===== src/rtl/pipe_hazard_ctrl_if.sv =====
// Data-memory handshake between the hazard controller and the data memory.
//
// Handshake: dmem_req is high for every cycle an M-stage load or store is
// present. The access completes in the cycle where dmem_req and dmem_ready
// are both high. dmem_ready may already be high in the first request cycle,
// which is a zero-wait access. The request is never withdrawn while the
// memory is still pending, because the controller freezes the pipeline.
//
// Signals:
//   dmem_req    controller -> memory  access pending in M
//   dmem_ready  memory -> controller  access completes this cycle
interface pipe_hazard_ctrl_if;
    logic dmem_req;
    logic dmem_ready;

    modport master (output dmem_req, input dmem_ready);
    modport slave  (input dmem_req, output dmem_ready);
endinterface


===== src/rtl/pipe_hazard_ctrl.sv =====
// Hazard and stall controller for the five-stage pipeline.
//
// Responsibilities:
//   - EX-stage forwarding selects.
//   - Load-use stall.
//   - Branch flush.
//   - Freezing the whole pipeline while an M-stage memory access waits on
//     dmem_ready, with a forced release after TIMEOUT stall cycles.
//
// Ports:
//   clk, reset             clock, asynchronous active-low reset
//   rs1_d, rs2_d           D-stage source registers
//   rs1_e, rs2_e, rd_e     E-stage sources and destination
//   result_src_e           2'b01 marks a load in E
//   pc_src_e               taken branch/jump resolved in E
//   rd_m, reg_write_m      M-stage destination and write enable
//   result_src_m           M-stage result select (2'b01 = load)
//   mem_write_m            store in M
//   rd_w, reg_write_w      W-stage destination and write enable
//   dmem                   data-memory handshake (master side)
//   forward_a_e/_b_e       00 regfile, 01 W result, 10 M ALU result
//   stall_f/d/e/m          hold PC, IF/ID, ID/EX, EX/MEM
//   flush_d/e/w            bubble into IF/ID, ID/EX, MEM/WB
//   dmem_timeout           sticky forced-release flag
//   stall_count            saturating count of stall cycles
//   mem_state_dbg          memory FSM state (0 = IDLE, 1 = WAIT)
module pipe_hazard_ctrl #(
    parameter int TIMEOUT = 255,
    parameter int CNT_W   = 16
) (
    input  logic                clk,
    input  logic                reset,
    input  logic [4:0]          rs1_d,
    input  logic [4:0]          rs2_d,
    input  logic [4:0]          rs1_e,
    input  logic [4:0]          rs2_e,
    input  logic [4:0]          rd_e,
    input  logic [1:0]          result_src_e,
    input  logic                pc_src_e,
    input  logic [4:0]          rd_m,
    input  logic                reg_write_m,
    input  logic [1:0]          result_src_m,
    input  logic                mem_write_m,
    input  logic [4:0]          rd_w,
    input  logic                reg_write_w,
    pipe_hazard_ctrl_if.master  dmem,
    output logic [1:0]          forward_a_e,
    output logic [1:0]          forward_b_e,
    output logic                stall_f,
    output logic                stall_d,
    output logic                stall_e,
    output logic                stall_m,
    output logic                flush_d,
    output logic                flush_e,
    output logic                flush_w,
    output logic                dmem_timeout,
    output logic [CNT_W-1:0]    stall_count,
    output logic                mem_state_dbg
);

    localparam int WCNT_W = $clog2(TIMEOUT + 1);

    typedef enum logic {
        ST_IDLE = 1'b0,
        ST_WAIT = 1'b1
    } mem_state_e;

    mem_state_e         state_q, state_d;
    logic [WCNT_W-1:0]  wait_cnt_q, wait_cnt_d;
    logic               timeout_q, timeout_d;
    logic [CNT_W-1:0]   stall_count_q, stall_count_d;

    logic mem_access_m;
    logic lw_stall;
    logic force_rel;
    logic mem_stall;

    // M has priority over W because it holds the younger result.
    function automatic logic [1:0] fwd_sel(input logic [4:0] rs);
        if (reg_write_m && (rd_m != 5'd0) && (rd_m == rs)) begin
            return 2'b10;
        end else if (reg_write_w && (rd_w != 5'd0) && (rd_w == rs)) begin
            return 2'b01;
        end else begin
            return 2'b00;
        end
    endfunction

    assign mem_access_m = mem_write_m | (result_src_m == 2'b01);
    assign lw_stall     = (result_src_e == 2'b01) && (rd_e != 5'd0) &&
                          ((rd_e == rs1_d) || (rd_e == rs2_d));

    // Memory FSM next state. In WAIT the counter holds the number of stall
    // cycles already spent; once it reaches TIMEOUT without ready, the
    // current cycle is released instead of stalled.
    always_comb begin
        state_d    = state_q;
        wait_cnt_d = wait_cnt_q;
        timeout_d  = timeout_q;
        force_rel  = 1'b0;
        case (state_q)
            ST_IDLE: begin
                if (mem_access_m && !dmem.dmem_ready) begin
                    state_d    = ST_WAIT;
                    wait_cnt_d = WCNT_W'(1);
                end
            end
            ST_WAIT: begin
                // A vanished access cannot normally happen while frozen;
                // fall back to IDLE rather than stall on nothing.
                if (dmem.dmem_ready || !mem_access_m) begin
                    state_d    = ST_IDLE;
                    wait_cnt_d = '0;
                end else if (wait_cnt_q == WCNT_W'(TIMEOUT)) begin
                    force_rel  = 1'b1;
                    state_d    = ST_IDLE;
                    wait_cnt_d = '0;
                    timeout_d  = 1'b1;
                end else begin
                    wait_cnt_d = wait_cnt_q + WCNT_W'(1);
                end
            end
            default: begin
                state_d    = ST_IDLE;
                wait_cnt_d = '0;
            end
        endcase
    end

    assign mem_stall = mem_access_m && !dmem.dmem_ready && !force_rel;

    always_comb begin
        stall_count_d = stall_count_q;
        if ((mem_stall || lw_stall) && (stall_count_q != {CNT_W{1'b1}})) begin
            stall_count_d = stall_count_q + CNT_W'(1);
        end
    end

    always_ff @(posedge clk or negedge reset) begin
        if (!reset) begin
            state_q       <= ST_IDLE;
            wait_cnt_q    <= '0;
            timeout_q     <= 1'b0;
            stall_count_q <= '0;
        end else begin
            state_q       <= state_d;
            wait_cnt_q    <= wait_cnt_d;
            timeout_q     <= timeout_d;
            stall_count_q <= stall_count_d;
        end
    end

    // Pipeline controls. A memory stall freezes every stage and suppresses
    // the branch flush and load-use bubble; the branch held in EX flushes on
    // the release cycle instead. All outputs are held at 0 during reset.
    always_comb begin
        forward_a_e   = 2'b00;
        forward_b_e   = 2'b00;
        stall_f       = 1'b0;
        stall_d       = 1'b0;
        stall_e       = 1'b0;
        stall_m       = 1'b0;
        flush_d       = 1'b0;
        flush_e       = 1'b0;
        flush_w       = 1'b0;
        dmem.dmem_req = 1'b0;
        if (reset) begin
            forward_a_e   = fwd_sel(rs1_e);
            forward_b_e   = fwd_sel(rs2_e);
            dmem.dmem_req = mem_access_m;
            if (mem_stall) begin
                stall_f = 1'b1;
                stall_d = 1'b1;
                stall_e = 1'b1;
                stall_m = 1'b1;
                flush_w = 1'b1;
            end else begin
                stall_f = lw_stall;
                stall_d = lw_stall;
                flush_d = pc_src_e;
                flush_e = lw_stall | pc_src_e;
            end
        end
    end

    assign dmem_timeout  = timeout_q;
    assign stall_count   = stall_count_q;
    assign mem_state_dbg = state_q;

endmodule


===== src/flat_wrapper.sv =====
// flat-port wrapper written by rule: the top's interface ports become plain ports
module pipe_hazard_ctrl_flat 
#(
    parameter int TIMEOUT = 255,
    parameter int CNT_W   = 16
)
  (clk, reset, rs1_d, rs2_d, rs1_e, rs2_e, rd_e, result_src_e, pc_src_e, rd_m, reg_write_m, result_src_m, mem_write_m, rd_w, reg_write_w, forward_a_e, forward_b_e, stall_f, stall_d, stall_e, stall_m, flush_d, flush_e, flush_w, dmem_timeout, stall_count, mem_state_dbg, dmem_dmem_req, dmem_dmem_ready);
  pipe_hazard_ctrl_if dmem_i ();
  input  logic clk;
  input  logic reset;
  input  logic [4:0] rs1_d;
  input  logic [4:0] rs2_d;
  input  logic [4:0] rs1_e;
  input  logic [4:0] rs2_e;
  input  logic [4:0] rd_e;
  input  logic [1:0] result_src_e;
  input  logic pc_src_e;
  input  logic [4:0] rd_m;
  input  logic reg_write_m;
  input  logic [1:0] result_src_m;
  input  logic mem_write_m;
  input  logic [4:0] rd_w;
  input  logic reg_write_w;
  output logic [1:0] forward_a_e;
  output logic [1:0] forward_b_e;
  output logic stall_f;
  output logic stall_d;
  output logic stall_e;
  output logic stall_m;
  output logic flush_d;
  output logic flush_e;
  output logic flush_w;
  output logic dmem_timeout;
  output logic [CNT_W-1:0] stall_count;
  output logic mem_state_dbg;
  output wire logic [$bits(dmem_i.dmem_req)-1:0] dmem_dmem_req;
  input wire logic [$bits(dmem_i.dmem_ready)-1:0] dmem_dmem_ready;
  assign dmem_dmem_req = dmem_i.dmem_req;
  assign dmem_i.dmem_ready = dmem_dmem_ready;
  pipe_hazard_ctrl #(.TIMEOUT(TIMEOUT), .CNT_W(CNT_W)) u_core (.clk(clk), .reset(reset), .rs1_d(rs1_d), .rs2_d(rs2_d), .rs1_e(rs1_e), .rs2_e(rs2_e), .rd_e(rd_e), .result_src_e(result_src_e), .pc_src_e(pc_src_e), .rd_m(rd_m), .reg_write_m(reg_write_m), .result_src_m(result_src_m), .mem_write_m(mem_write_m), .rd_w(rd_w), .reg_write_w(reg_write_w), .dmem(dmem_i), .forward_a_e(forward_a_e), .forward_b_e(forward_b_e), .stall_f(stall_f), .stall_d(stall_d), .stall_e(stall_e), .stall_m(stall_m), .flush_d(flush_d), .flush_e(flush_e), .flush_w(flush_w), .dmem_timeout(dmem_timeout), .stall_count(stall_count), .mem_state_dbg(mem_state_dbg));
endmodule

===== config.mk =====
export PLATFORM = sky130hd
export DESIGN_NAME = pipe_hazard_ctrl_flat
export DESIGN_NICKNAME = d
export VERILOG_FILES = /design/src/rtl/pipe_hazard_ctrl_if.sv /design/src/rtl/pipe_hazard_ctrl.sv /design/src/flat_wrapper.sv
export SDC_FILE = /design/constraint.sdc
export NUM_CORES = 1
export LEC_CHECK = 0
export CORE_MARGIN = 1
export CORE_UTILIZATION = 43
export DETAILED_ROUTE_END_ITERATION = 7
export HOLD_SLACK_MARGIN = 0.03
export PLACE_DENSITY_LB_ADDON = 0.3
export SETUP_SLACK_MARGIN = 0.4
export SLEW_MARGIN = 20
export SYNTH_ARGS = -nofsm -noshare
export SYNTH_HDL_FRONTEND = slang
export SYNTH_SLANG_ARGS = --single-unit

===== constraint.sdc =====
create_clock -name clk -period 3 [get_ports clk]
set_input_delay 0.6 -clock clk [delete_from_list [all_inputs] [get_ports clk]]
set_output_delay 0.6 -clock clk [all_outputs]
set_load 0.02 [all_outputs]

# Word-level counts from Yosys, hierarchy flattened
# Cells that the tools add are included.
[totals]
ff_bits = 26
latchBits = 0
ramBits = 0
rom_bits = 0
input_bits = 46
out_inout_bits = 30
memories = 0
[classes]
addsub = 2
multipliers = 0
div = 0
n_lt_le_gt_ge = 0
eq_ne = 11
shift = 0
mux = 26
n_bitwise = 4
n_reduce_logical = 21
[ops]
columns = ["operator", "count"]
rows = [
  ["$eq 5x5->1", 6],
  ["$mux 8", 3],
  ["$mux 1", 17],
  ["$add 16x1->16 const B", 1],
  ["$ne 16x16->1 const B", 1],
  ["$pmux 8 s2", 1],
  ["$reduce_bool 5->1", 3],
  ["$logic_and 1x1->1", 11],
  ["$add 8x1->8 const B", 1],
  ["$eq 8x8->1 const B", 1],
  ["$mux 2", 4],
  ["$eq 2x1->1 const B", 2],
  ["$logic_not 1->1", 3],
  ["$logic_or 1x1->1", 3],
  ["$reduce_and 3->1", 1],
  ["$ne 2x1->1 const B", 1],
  ["$not 1->1", 2],
  ["$or 1x1->1", 2],
  ["$pmux 1 s2", 1],
]

# Depth between registers and ports, before layout
# Gate-level depths: netlist of the first run.
[depth]
depth_word = 10
depth_mapped = 8

# Least setup slack after synthesis of the first run
# OpenSTA, ideal clock, no wires.
[synth_path]
kind = "input-to-output"
start = "input port rd_e[0]"
end = "output port stall_f"
arrival_time_ns = 1.974
t_required_ns = 2.400
setup_slack_ns = 0.426
stages = 6
cell_sequence = "or4_1 o21ai_2 o21ai_4 buf_6 and2_1 buf_4"
[synth_between]
elab_chain_len = 5
elab_cells_between_ends = 8
[synth_rtl]
columns = ["element", "line_no", "rtl"]
rows = [
  ["start, declared", "flat_wrapper.sv:15", "input logic [4:0] rd_e;"],
  ["$eq 5x5->1 / $reduce_bool 5->1 (equally long branches)", "pipe_hazard_ctrl.sv:91, pipe_hazard_ctrl.sv:90", ""],
  ["$logic_or 1x1->1 / $logic_and 1x1->1 (equally long branches)", "pipe_hazard_ctrl.sv:91, pipe_hazard_ctrl.sv:90", ""],
  ["$logic_and 1x1->1 *", "pipe_hazard_ctrl.sv:90", "assign lw_stall = (result_src_e == 2'b01) && (rd_e != 5'd0) &&"],
  ["$mux 1 * (2 in a row)", "--", ""],
  ["end, declared", "flat_wrapper.sv:26", "output logic stall_f;"],
]
# Every way passes the cells marked *; elsewhere a longest branch is shown, timed or not.

# Worst setup path after layout of the first run
[layout_path]
start = "input port rd_m[0]"
end = "output port forward_b_e[0]"
[layout_between]
elab_chain_len = 5
elab_cells_between_ends = 6
[layout_rtl]
columns = ["element", "line_no", "rtl"]
rows = [
  ["start, declared", "flat_wrapper.sv:18", "input logic [4:0] rd_m;"],
  ["$reduce_bool 5->1", "pipe_hazard_ctrl.sv:80", "if (reg_write_m && (rd_m != 5'd0) && (rd_m == rs)) begin"],
  ["$logic_and 1x1->1", "pipe_hazard_ctrl.sv:80", ""],
  ["$logic_and 1x1->1 *", "pipe_hazard_ctrl.sv:80", ""],
  ["$mux 2 *", "pipe_hazard_ctrl.sv:80", ""],
  ["$mux 2 *", "pipe_hazard_ctrl.sv:167", "if (reset) begin"],
  ["end, declared", "flat_wrapper.sv:25", "output logic [1:0] forward_b_e;"],
]
# Marked as above.

==> summary.txt, run 1 <==
Run status
  • Outcome: finished clean

Timing
  • Final Hold Violating Endpoints: 0
  • Slew @ Worst Pin: 454.2 ps
  • Final Max Tran Viols: 0
  • RSZ-0062 raised after global routing: yes
  • Crit path time final: 2577 ps
  • Relative slew slack: 69.59%
  • Finish-stage setup viols: 0
  • Highest clock rate: 388.1 MHz
  • Period utilization: 85.89%
  • Final Skew: a little over 8 ps
  • Final WS setup: 423.4 ps

Synth
  • Syn Inst Count: 193
  • Yosys warning count: 0
  • Number of synthesized flops with an enable pin: 0
  • Cell variety after synth: 42
  • Synthesized area: 1818 um^2
  • Post-synthesis register bit count: 26
  • Top cells by area, synth: dfrtp_1 36%, xnor2_1 12%, xor2_1 11%
  • Top cell type's share of synthesized area: 35.79%
  • Primary FF master, synth: dfrtp_1
  • Syn_nets: 241
  • Synth area leader: dfrtp_1
  • Sequential-to-total area share from yosys stat: 35.79%
  • Post-Syn Area per Cell: 9.420 um^2
  • Ys async rst share: 100.0%

Die
  • Die footprint: around 4500 um^2
  • Die extent in y: 67.02 um
  • IO Count: between 70 and 80
  • Die X: approximately 67 um
  • Core Area: 4029 um^2
  • Site Rows: 23
  • Initial Utilization: between 40 and 50%

Critical path
  • Cell count of the worst reg-to-reg path: 9
  • WP buf/inv: 2
  • Max incr delay on CP: 520 ps
  • Setup Crit Path Kind: in2out
  • Crit. path cell count: 6
  • Critical Path Sink Type: primary output
  • CP Cell Sequence: dlygate4sd2_1, or4_4, o21ai_4, nor4_2, nor3_1, buf_4
  • Crit path launch type: primary input
  • Req. time, crit path: 2400 ps
  • CP max-delay cell: or4_4
  • Largest fanout on the critical path: 2
  • WP data arrival: 1980 ps
  • CP top delay family: simple AND/OR/NAND/NOR gates

Global route
  • Vias in the first global route: 1707
  • Met3 Use GR: 2.911%
  • Overall Global Routing Usage: a little over a fifth
  • Largest net degree at the start of global routing: 16
  • Initial antenna violation count: 0
  • Gr ovfl total: 0
  • Grt peak-use layer: met2
  • First-pass GRT wire length: ~7200 um
  • Met2 GRT Util: 41.25%
  • Met1 Usage GRT: between 20% and 30%

Power and ir drop
  • PwrDens: ~370 nW/um^2
  • Leak: ~1.2 nW
  • VDD IR-drop max: 0.2957 mV
  • Clock group share of total power: roughly a fifth
  • Total Power: about 1.1 mW
  • Comb power frac: between 30% and 40%
  • Switching Fraction: approximately 32%
  • Internal power: 0.7223 mW
  • Sequential group share of total power: between 40% and 50%
  • Net Switching: 0.3417 mW

Drt
  • Routed len/inst: 13.66 um
  • Vias post-DR: 1776
  • First-pass DRT Iterations: 4
  • Final routed DRC violation total: 0
  • Initial drt markers: 38
  • Via/cell ratio: 5.239
  • Post-route ant nets: 0
  • Routed wire length: between 4000 and 5000 um

Clocking
  • Max H-tree Level: 1
  • Clock sink total: 26
  • Clk Latency, worst-skew pair: 270 ps
  • Clock Pin Slew Worst Setup and Hold Paths: 80 ps
  • Post-CTS Hold Buffers: 0
  • CTS Buf Count: 3
  • Max clock buf depth: 2
  • TritonCTS clock tree: yes
  • CTS Root Cell: clkbuf_8

Placement
  • Cell Area, Placed: 2743 um^2
  • Port buffer count: 75
  • Gpl congestion: 0.8432
  • Final HPWL DP: 3546 um
  • Placement Setup Slack: -245.7 ps

Final layout
  • Layout cells sized above 1: 23.53%
  • Final nets: 338
  • Ant diodes: 0
  • Area delta synth->final: 57.47%
  • Post-Layout Inst Area: 2863 um^2

Hold path
  • Tightest Hold Check Type: in2async

Job
  • Max-cap viol count: 0
[layout by cell type, fill, tap and decap left out, drive strengths merged, types with 2 or more instances in the layout]
| cell | count |
|---|---|
| clkdlybuf4s50 | 43 |
| buf | 32 |
| dfrtp | 26 |
| xnor2 | 24 |
| xor2 | 22 |
| nand3 | 22 |
| nor2 | 19 |
| o21ai | 14 |
| dlygate4sd2 | 12 |
| nor3 | 9 |
| nand2 | 8 |
| and3 | 7 |
| dlymetal6s2s | 6 |
| clkbuf | 5 |
| inv | 4 |
| and2 | 4 |
| nand2b | 3 |
| clkdlybuf4s15 | 3 |
| or4 | 3 |
| nor4 | 2 |
| o211ai | 2 |
| nor2b | 2 |
| nand4 | 2 |
| ha | 2 |
[timing repair]
item | 4_1_cts | 5_1_grt
buffers inserted | 1 | 1
endpoints found under the hold margin | 0 | 0
gates cloned | 0 | 0
setup endpoints to repair | 12 | 11
pin swaps | 8 | 17
gates resized for setup | 76 | 22
[path summary, 6_finish.rpt]
path	from	end	slack [ps]
min reg2reg	u_core.dmem_timeout	u_core.dmem_timeout	480
min	reset	u_core.mem_state_dbg	340
max	rd_m[0]	forward_b_e[0]	420
min in group clk	u_core.dmem_timeout	u_core.dmem_timeout	480
max in group asynchronous	reset	u_core.stall_count[14]	2060
max reg2reg	u_core.wait_cnt_q[0]	u_core.stall_count[1]	1000
[routing by layer]
| metal | wire (um) | up-vias |
|---|---|---|
| met1 | 1833 | 839 |
| met2 | 2422 | 70 |
| met3 | 374 | 0 |
| li1 | - | 867 |
| met5 | 0 | - |
| met4 | 0 | 0 |
[state kept, by name, indices dropped and copies added, names as in the netlist]
| name | flops |
|---|---|
| u_core.stall_count | 16 |
| u_core.dmem_timeout | 1 |
| u_core.wait_cnt_q | 8 |
| u_core.mem_state_dbg | 1 |
[cell families (layout without fill, tap and decap cells)]
group,count (synthesis),count (layout),synth area share (%)
buffers and inverters,9,105,2.959
and+or+nand+nor,86,86,28.22
xor gates and xnor gates,46,46,22.16
AOI/OAI and AO/OA,22,22,8.328
DFF,26,26,35.79
adders and majority gates,2,2,1.376
muxes,2,2,1.170
[stage by stage]
step | hold slack [ps] | utilization (%) | cells | TNS [ps]
2_1_floorplan | 304.4 | - | 193 | 0
3_3_place_gp | 458.6 | 68.07 | 333 | -1178
3_5_place_dp | 464.9 | 68.07 | 333 | -1528
4_1_cts | 348.9 | 69.57 | 338 | 0
5_1_grt | 353.3 | 71.06 | 339 | 0
6_report | 335.9 | 71.06 | 339 | 0
[cell usage after synthesis, drive strengths merged, types with 2 or more instances]
master  number
and2         4
and3         7
buf          5
dfrtp       26
ha           2
inv          4
nand2        8
nand2b       3
nand3       22
nand4        2
nor2        19
nor2b        2
nor3         9
nor4         2
o211ai       2
o21ai       14
or4          3
xnor2       24
xor2        22
[power groups by stage]
stage / Combinational, mW / Sequential [mW] / Clock, mW
floorplan: 0.143 / 0.488 / 0
global placement: 0.391 / 0.447 / 0
detailed placement: 0.398 / 0.447 / 0
CTS: 0.398 / 0.440 / 0.229
global route: 0.440 / 0.449 / 0.235
finish: 0.399 / 0.440 / 0.225
[layout make-up]
cell class | instances | area, um^2
Multi-Input combinational cell | 158 | 1191
Timing Repair Buffer | 97 | 888.4
Inverter | 4 | 15.01
Clock buffer | 4 | 55.05
Tap cell | 50 | 62.56
Fill cell | 303 | 1166
Sequential cell | 26 | 650.6
No activity file was read; power rests on OpenSTA's default activity.
==> run 2: changes to the inputs <==
--- a/config.mk
+++ b/config.mk
@@ -9,7 +9,7 @@
 export CORE_UTILIZATION = 43
 export DETAILED_ROUTE_END_ITERATION = 7
 export HOLD_SLACK_MARGIN = 0.03
-export PLACE_DENSITY_LB_ADDON = 0.3
+export PLACE_DENSITY = 0.82
 export SETUP_SLACK_MARGIN = 0.4
 export SLEW_MARGIN = 20
 export SYNTH_ARGS = -nofsm -noshare
==> run 2 against run 1 <==
Net effect:
- non-clock buffer count increased by 5
- routed wire length increased by 7.4%
- sequential share of layout area decreased by 0.65 points
- worst hold slack improved by 160 ps
- clock power increased by 32%
- register-to-register slack got worse by 40 ps
- cell area increased by 2.9%
- flip-flop and latch count unchanged
- largest power group unchanged
- via count increased by 1.1%
==> summary.txt, run 2 (synthesis results as in run 1) <==
Run status
  • Outcome: finished clean

Timing
  • Final Hold Violating Endpoints: 0
  • Hold Slack: 498.5 ps
  • Finish-stage setup viols: 0
  • RSZ-0062 raised after global routing: yes
  • Period utilization: 85.68%
  • Relative slew slack: 70.91%
  • Slew @ Worst Pin: 434.4 ps
  • Crit path time final: approximately 2600 ps
  • Final Skew: 6.972 ps
  • Final Max Tran Viols: 0
  • Highest clock rate: 389.0 MHz

Placement
  • Port buffer count: between 70 and 80
  • Gpl congestion: 0.8179
  • Cells after DPL: 335
  • Final HPWL DP: 3752 um
  • Cell Area, Placed: 2758 um^2

Power and ir drop
  • Leak: ~1.3 nW
  • Total Power: approximately 1.2 mW
  • VDD IR-drop max: 0.3898 mV
  • PwrDens: 395.0 nW/um^2

Critical path
  • Largest fanout on the critical path: 2
  • WP data arrival: 1970 ps
  • Cell count of the worst reg-to-reg path: 9
  • Crit path launch type: primary input
  • Critical Path Sink Type: primary output
  • R2r endpoint: u_core.stall_count[1]
  • Worst R2R Start: u_core.wait_cnt_q[1]
  • Setup Crit Path Kind: in2out
  • Req. time, crit path: 2400 ps
  • Worst setup path startpoint: rd_w[2]
  • Register-to-register setup slack: 960 ps

Global route
  • Vias in the first global route: 1776
  • Initial antenna violation count: 0
  • First-pass GRT wire length: 7665 um
  • Overall Global Routing Usage: 22.83%
  • Grt peak-use layer: met2
  • Gr ovfl total: 0
  • Met3 Use GR: 4.110%
  • Met2 GRT Util: 41.38%
  • Largest net degree at the start of global routing: 16
  • Met1 Usage GRT: 25.61%

Clocking
  • Clock sink total: 26
  • Max clock buf depth: 2
  • CTS Buf Count: 3
  • Clk Latency, worst-skew pair: 280 ps
  • TritonCTS clock tree: yes
  • Post-CTS Hold Buffers: 0
  • CTS Root Cell: clkbuf_8
  • Max H-tree Level: 1
  • Clock Pin Slew Worst Setup and Hold Paths: approximately 100 ps

Final layout
  • Final core utilization: 73.14%
  • Non-filler cells, final: around 340
  • Leading cell type in the layout, fill and taps excluded: clkdlybuf4s50_1
  • Area delta synth->final: 62.08%
  • Final nets: 343
  • Layout cells sized above 1: 25.17%
  • Post-Layout Inst Area: between 2000 and 3000 um^2
  • Max reg flops: 16
  • Ant diodes: 0
  • Commonest cells after routing, fill and taps aside: 38 x clkdlybuf4s50_1, 29 x buf_4, 26 x dfrtp_1

Hold path
  • Hold Crit Endpoint: u_core.stall_count[15]
  • Hold path cells: 1
  • Tightest Hold Check Type: reg2reg
  • Hold path start: u_core.stall_count[15]

Die
  • IO Count: 76
  • Die footprint: 4492 um^2
  • Initial Utilization: 45.12%
  • Die extent in y: 67.02 um
  • Site Rows: 23
  • Die X: 67.02 um
  • Core Area: 4029 um^2

Drt
  • Routed wire length: 4974 um
  • Vias post-DR: 1796
  • Final routed DRC violation total: 0
  • Initial drt markers: 41
  • Post-route ant nets: 0
  • Via/cell ratio: 5.221
  • Routed len/inst: about 14 um
  • First-pass DRT Iterations: 4

Job
  • Max-cap viol count: 0
[run 2: worst max path at each step]
stage                      to  slack [ps]  depth (start not counted)
6_report       forward_a_e[0]         430                          5
3_5_place_dp   forward_a_e[0]        -260                          6
2_1_floorplan         stall_f         430                          6
4_1_cts               stall_e         390                          6
5_1_grt        forward_b_e[0]         370                          6
3_3_place_gp   forward_b_e[0]        -240                          6
[run 2: timing repair]
action	4_1_cts	5_1_grt
endpoints found under the setup margin	12	11
hold endpoints to repair	0	0
setup buffers	1	4
cloned	0	0
resized for setup	72	34
pin swaps	18	18
[run 2: area by class of cell]
class | count | area, um^2
Clock buffer | 3 | 41.29
Clock inverter | 1 | 30.03
Fill cell | 309 | 1082
Inverter | 4 | 15.01
Multi-Input combinational cell | 158 | 1242
Sequential cell | 26 | 650.6
Tap cell | 50 | 62.56
Timing Repair Buffer | 102 | 904.6
[run 2: per-layer routing]
| layer | part of all wire, % | wire length, um | up-vias |
|---|---|---|---|
| li1 | - | - | 876 |
| met1 | 40 | 1997 | 814 |
| met2 | 50 | 2498 | 95 |
| met3 | 7.1 | 352 | 11 |
| met4 | 2.5 | 126 | 0 |
| met5 | 0 | 0 | - |
[run 2: power by group]
part	switching (mW)	leakage, nW	internal (mW)	total [mW]
Combinational	0.199	0.907	0.219	0.417
Sequential	0.0558	0.349	0.392	0.448
Clock	0.119	0.0357	0.179	0.298
[run 2: critical path: stages]
cell	delay [ps]
dlygate4sd2_1	240
or4_1	520
o211ai_1	350
nor3_2	90
buf_4	170
[run 2: stage by stage]
stage / setup WS (ps) / setup TNS [ps]
4_1_cts: 393.5 / 0
5_1_grt: 371.9 / 0
3_5_place_dp: -262.1 / -1475
6_report: 429.5 / 0
3_3_place_gp: -235.9 / -1285
2_1_floorplan: 425.9 / 0
==> run 3: changes to the inputs <==
--- a/config.mk
+++ b/config.mk
@@ -5,13 +5,15 @@
 export SDC_FILE = /design/constraint.sdc
 export NUM_CORES = 1
 export LEC_CHECK = 0
-export CORE_MARGIN = 1
+export CORE_MARGIN = 2
 export CORE_UTILIZATION = 43
 export DETAILED_ROUTE_END_ITERATION = 7
 export HOLD_SLACK_MARGIN = 0.03
 export PLACE_DENSITY = 0.82
+export REMOVE_ABC_BUFFERS = 1
 export SETUP_SLACK_MARGIN = 0.4
 export SLEW_MARGIN = 20
 export SYNTH_ARGS = -nofsm -noshare
 export SYNTH_HDL_FRONTEND = slang
 export SYNTH_SLANG_ARGS = --single-unit
+export TNS_END_PERCENT = 100
==> run 3 against run 2 <==
Net effect:
- die area up 6.1%
- cell count up 1.2%
- clock-buffer cell count unchanged
- maximum frequency up 0.31%
- critical endpoint unchanged
- largest power group unchanged
==> summary.txt, run 3 (synthesis results as in run 1) <==
Die
  • Core Area: 4029 um^2
  • Die X: 69.02 um
  • Initial Utilization: 45.12%
  • Die footprint: 4764 um^2
  • Die extent in y: 69.02 um
  • Site Rows: 23
  • IO Count: 76

Critical path
  • Largest fanout on the critical path: 2
  • Register-to-register setup slack: 930 ps
  • WP data arrival: 1960 ps
  • R2r endpoint: u_core.stall_count[1]
  • Cell count of the worst reg-to-reg path: 7
  • Crit path launch type: primary input
  • Setup Crit Path Kind: in2out
  • Req. time, crit path: about 2400 ps
  • Critical path endpoint: forward_a_e[0]
  • Worst setup path startpoint: rd_w[0]
  • Critical Path Sink Type: primary output
  • Worst R2R Start: u_core.stall_count[0]

Global route
  • Largest net degree at the start of global routing: 16
  • Initial antenna violation count: 0
  • Gr ovfl total: 0
  • Vias in the first global route: 1790
  • First-pass GRT wire length: roughly 8400 um
  • Overall Global Routing Usage: ~22%

Final layout
  • Layout cells sized above 1: 26.51%
  • Final nets: 347
  • Post-Layout Inst Area: 2935 um^2
  • Max reg flops: 16
  • Leading cell type in the layout, fill and taps excluded: clkdlybuf4s50_1
  • Ant diodes: 0
  • Final core utilization: about 73%
  • Multi-input logic area: 1197 um^2
  • Commonest cells after routing, fill and taps aside: 41 x clkdlybuf4s50_1, 29 x buf_4, 26 x dfrtp_1
  • Area delta synth->final: 61.46%
  • Register area: 650.6 um^2
  • Filler Cells Inserted: 315

Clocking
  • CTS Buf Count: 3
  • Post-CTS Hold Buffers: 0
  • Max clock buf depth: 2
  • Clock Pin Slew Worst Setup and Hold Paths: about 90 ps
  • Clk Latency, worst-skew pair: approximately 280 ps
  • CTS Root Cell: clkbuf_8
  • Max H-tree Level: 1
  • Clock sink total: 26
  • TritonCTS clock tree: yes

Timing
  • Crit path time final: 2563 ps
  • Relative slew slack: 71.15%
  • Final Skew: 8.322 ps
  • Final WS setup: 437.4 ps
  • Finish-stage setup viols: 0
  • Hold Slack: 494.4 ps
  • Slew @ Worst Pin: ~430 ps
  • Final Hold Violating Endpoints: 0
  • Highest clock rate: 390.2 MHz
  • Final Max Tran Viols: 0
  • RSZ-0062 raised after global routing: yes
  • Period utilization: 85.42%

Drt
  • First-pass DRT Iterations: 4
  • Routed wire length: around 5200 um
  • Post-route ant nets: 0
  • Vias post-DR: 1830
  • Initial drt markers: 40
  • Final routed DRC violation total: 0
  • Via/cell ratio: 5.259
  • Routed len/inst: around 15 um

Placement
  • Final HPWL DP: 3936 um
  • Gpl congestion: between 0.9 and 1
  • Cell Area, Placed: 2773 um^2
  • Port buffer count: 75
  • Placement Setup Slack: -361.4 ps

Power and ir drop
  • Switching Fraction: about 32%
  • Comb power frac: 36.5%
  • Net Switching: 0.3778 mW
  • Sequential group share of total power: 37.9%
  • Clock group share of total power: 25.6%
  • VDD IR-drop max: 0.2881 mV
  • Leak: 1.307 nW
  • Total Power: between 1 and 1.5 mW
  • Internal power: 0.7952 mW
  • PwrDens: 399.6 nW/um^2

Run status
  • Outcome: finished clean

Job
  • Max-cap viol count: 0

Hold path
  • Tightest Hold Check Type: reg2reg
run 3: cell count changes in the layout (fill, tap and decap cells not counted), sizes merged:
cell / change
buf: +4
clkbuf: +3
clkdlybuf4s50: +3
dlygate4sd2: -10
dlymetal6s2s: +4
run 3: metrics by stage:
stage               instances  setup TNS (ps)
floorplan                 188               0
global placement          337           -1365
detailed placement        337           -1753
CTS                       343               0
global route              348               0
finish                    348               0
run 3: layer usage:
layer	up-vias	global-route usage, %	share of wire (%)
met1	861	26.46	40
li1	885	-	-
met2	77	37.29	51
met3	7	5.263	7.3
met4	0	6.972	1.4
met5	-	0	0
run 3: worst max-delay path, stage by stage:
cell and delay, ps:
dlygate4sd2_1 250, or4_1 520, o211ai_1 320, nor3_1 100, buf_2 170
run 3: worst min path at each step:
stage | from | endpoint | slack, ps | cells past startpoint
floorplan | reset | u_core.dmem_timeout | 300 | 0
global placement | u_core.dmem_timeout | u_core.dmem_timeout | 460 | 1
detailed placement | u_core.stall_count[15] | u_core.stall_count[15] | 480 | 1
CTS | u_core.stall_count[15] | u_core.stall_count[15] | 500 | 1
global route | u_core.stall_count[15] | u_core.stall_count[15] | 510 | 1
finish | u_core.dmem_timeout | u_core.dmem_timeout | 490 | 1
run 3: timing repair:
| action | in CTS | in global routing |
|---|---|---|
| cloned | 0 | 0 |
| resized for setup | 68 | 33 |
| endpoints found under the setup margin | 12 | 11 |
| pin swaps | 15 | 16 |
| setup buffers | 2 | 5 |
| endpoints found under the hold margin | 0 | 0 |
run 3: power groups by stage:
stage | combinational (mW) | clock (mW) | sequential [mW]
final | 0.428 | 0.300 | 0.445
after global routing | 0.460 | 0.321 | 0.453
after CTS | 0.410 | 0.303 | 0.442
after detailed placement | 0.409 | 0 | 0.448
after global placement | 0.402 | 0 | 0.447
after floorplan | 0.138 | 0 | 0.488
run 3: layout make-up:
cell class	count	area share, %
Clock buffer	3	1.407
Timing Repair Buffer	106	31.97
Tap cell	50	2.131
Clock inverter	1	1.023
Inverter	4	0.5115
Multi-Input combinational cell	158	40.79
Sequential cell	26	22.17
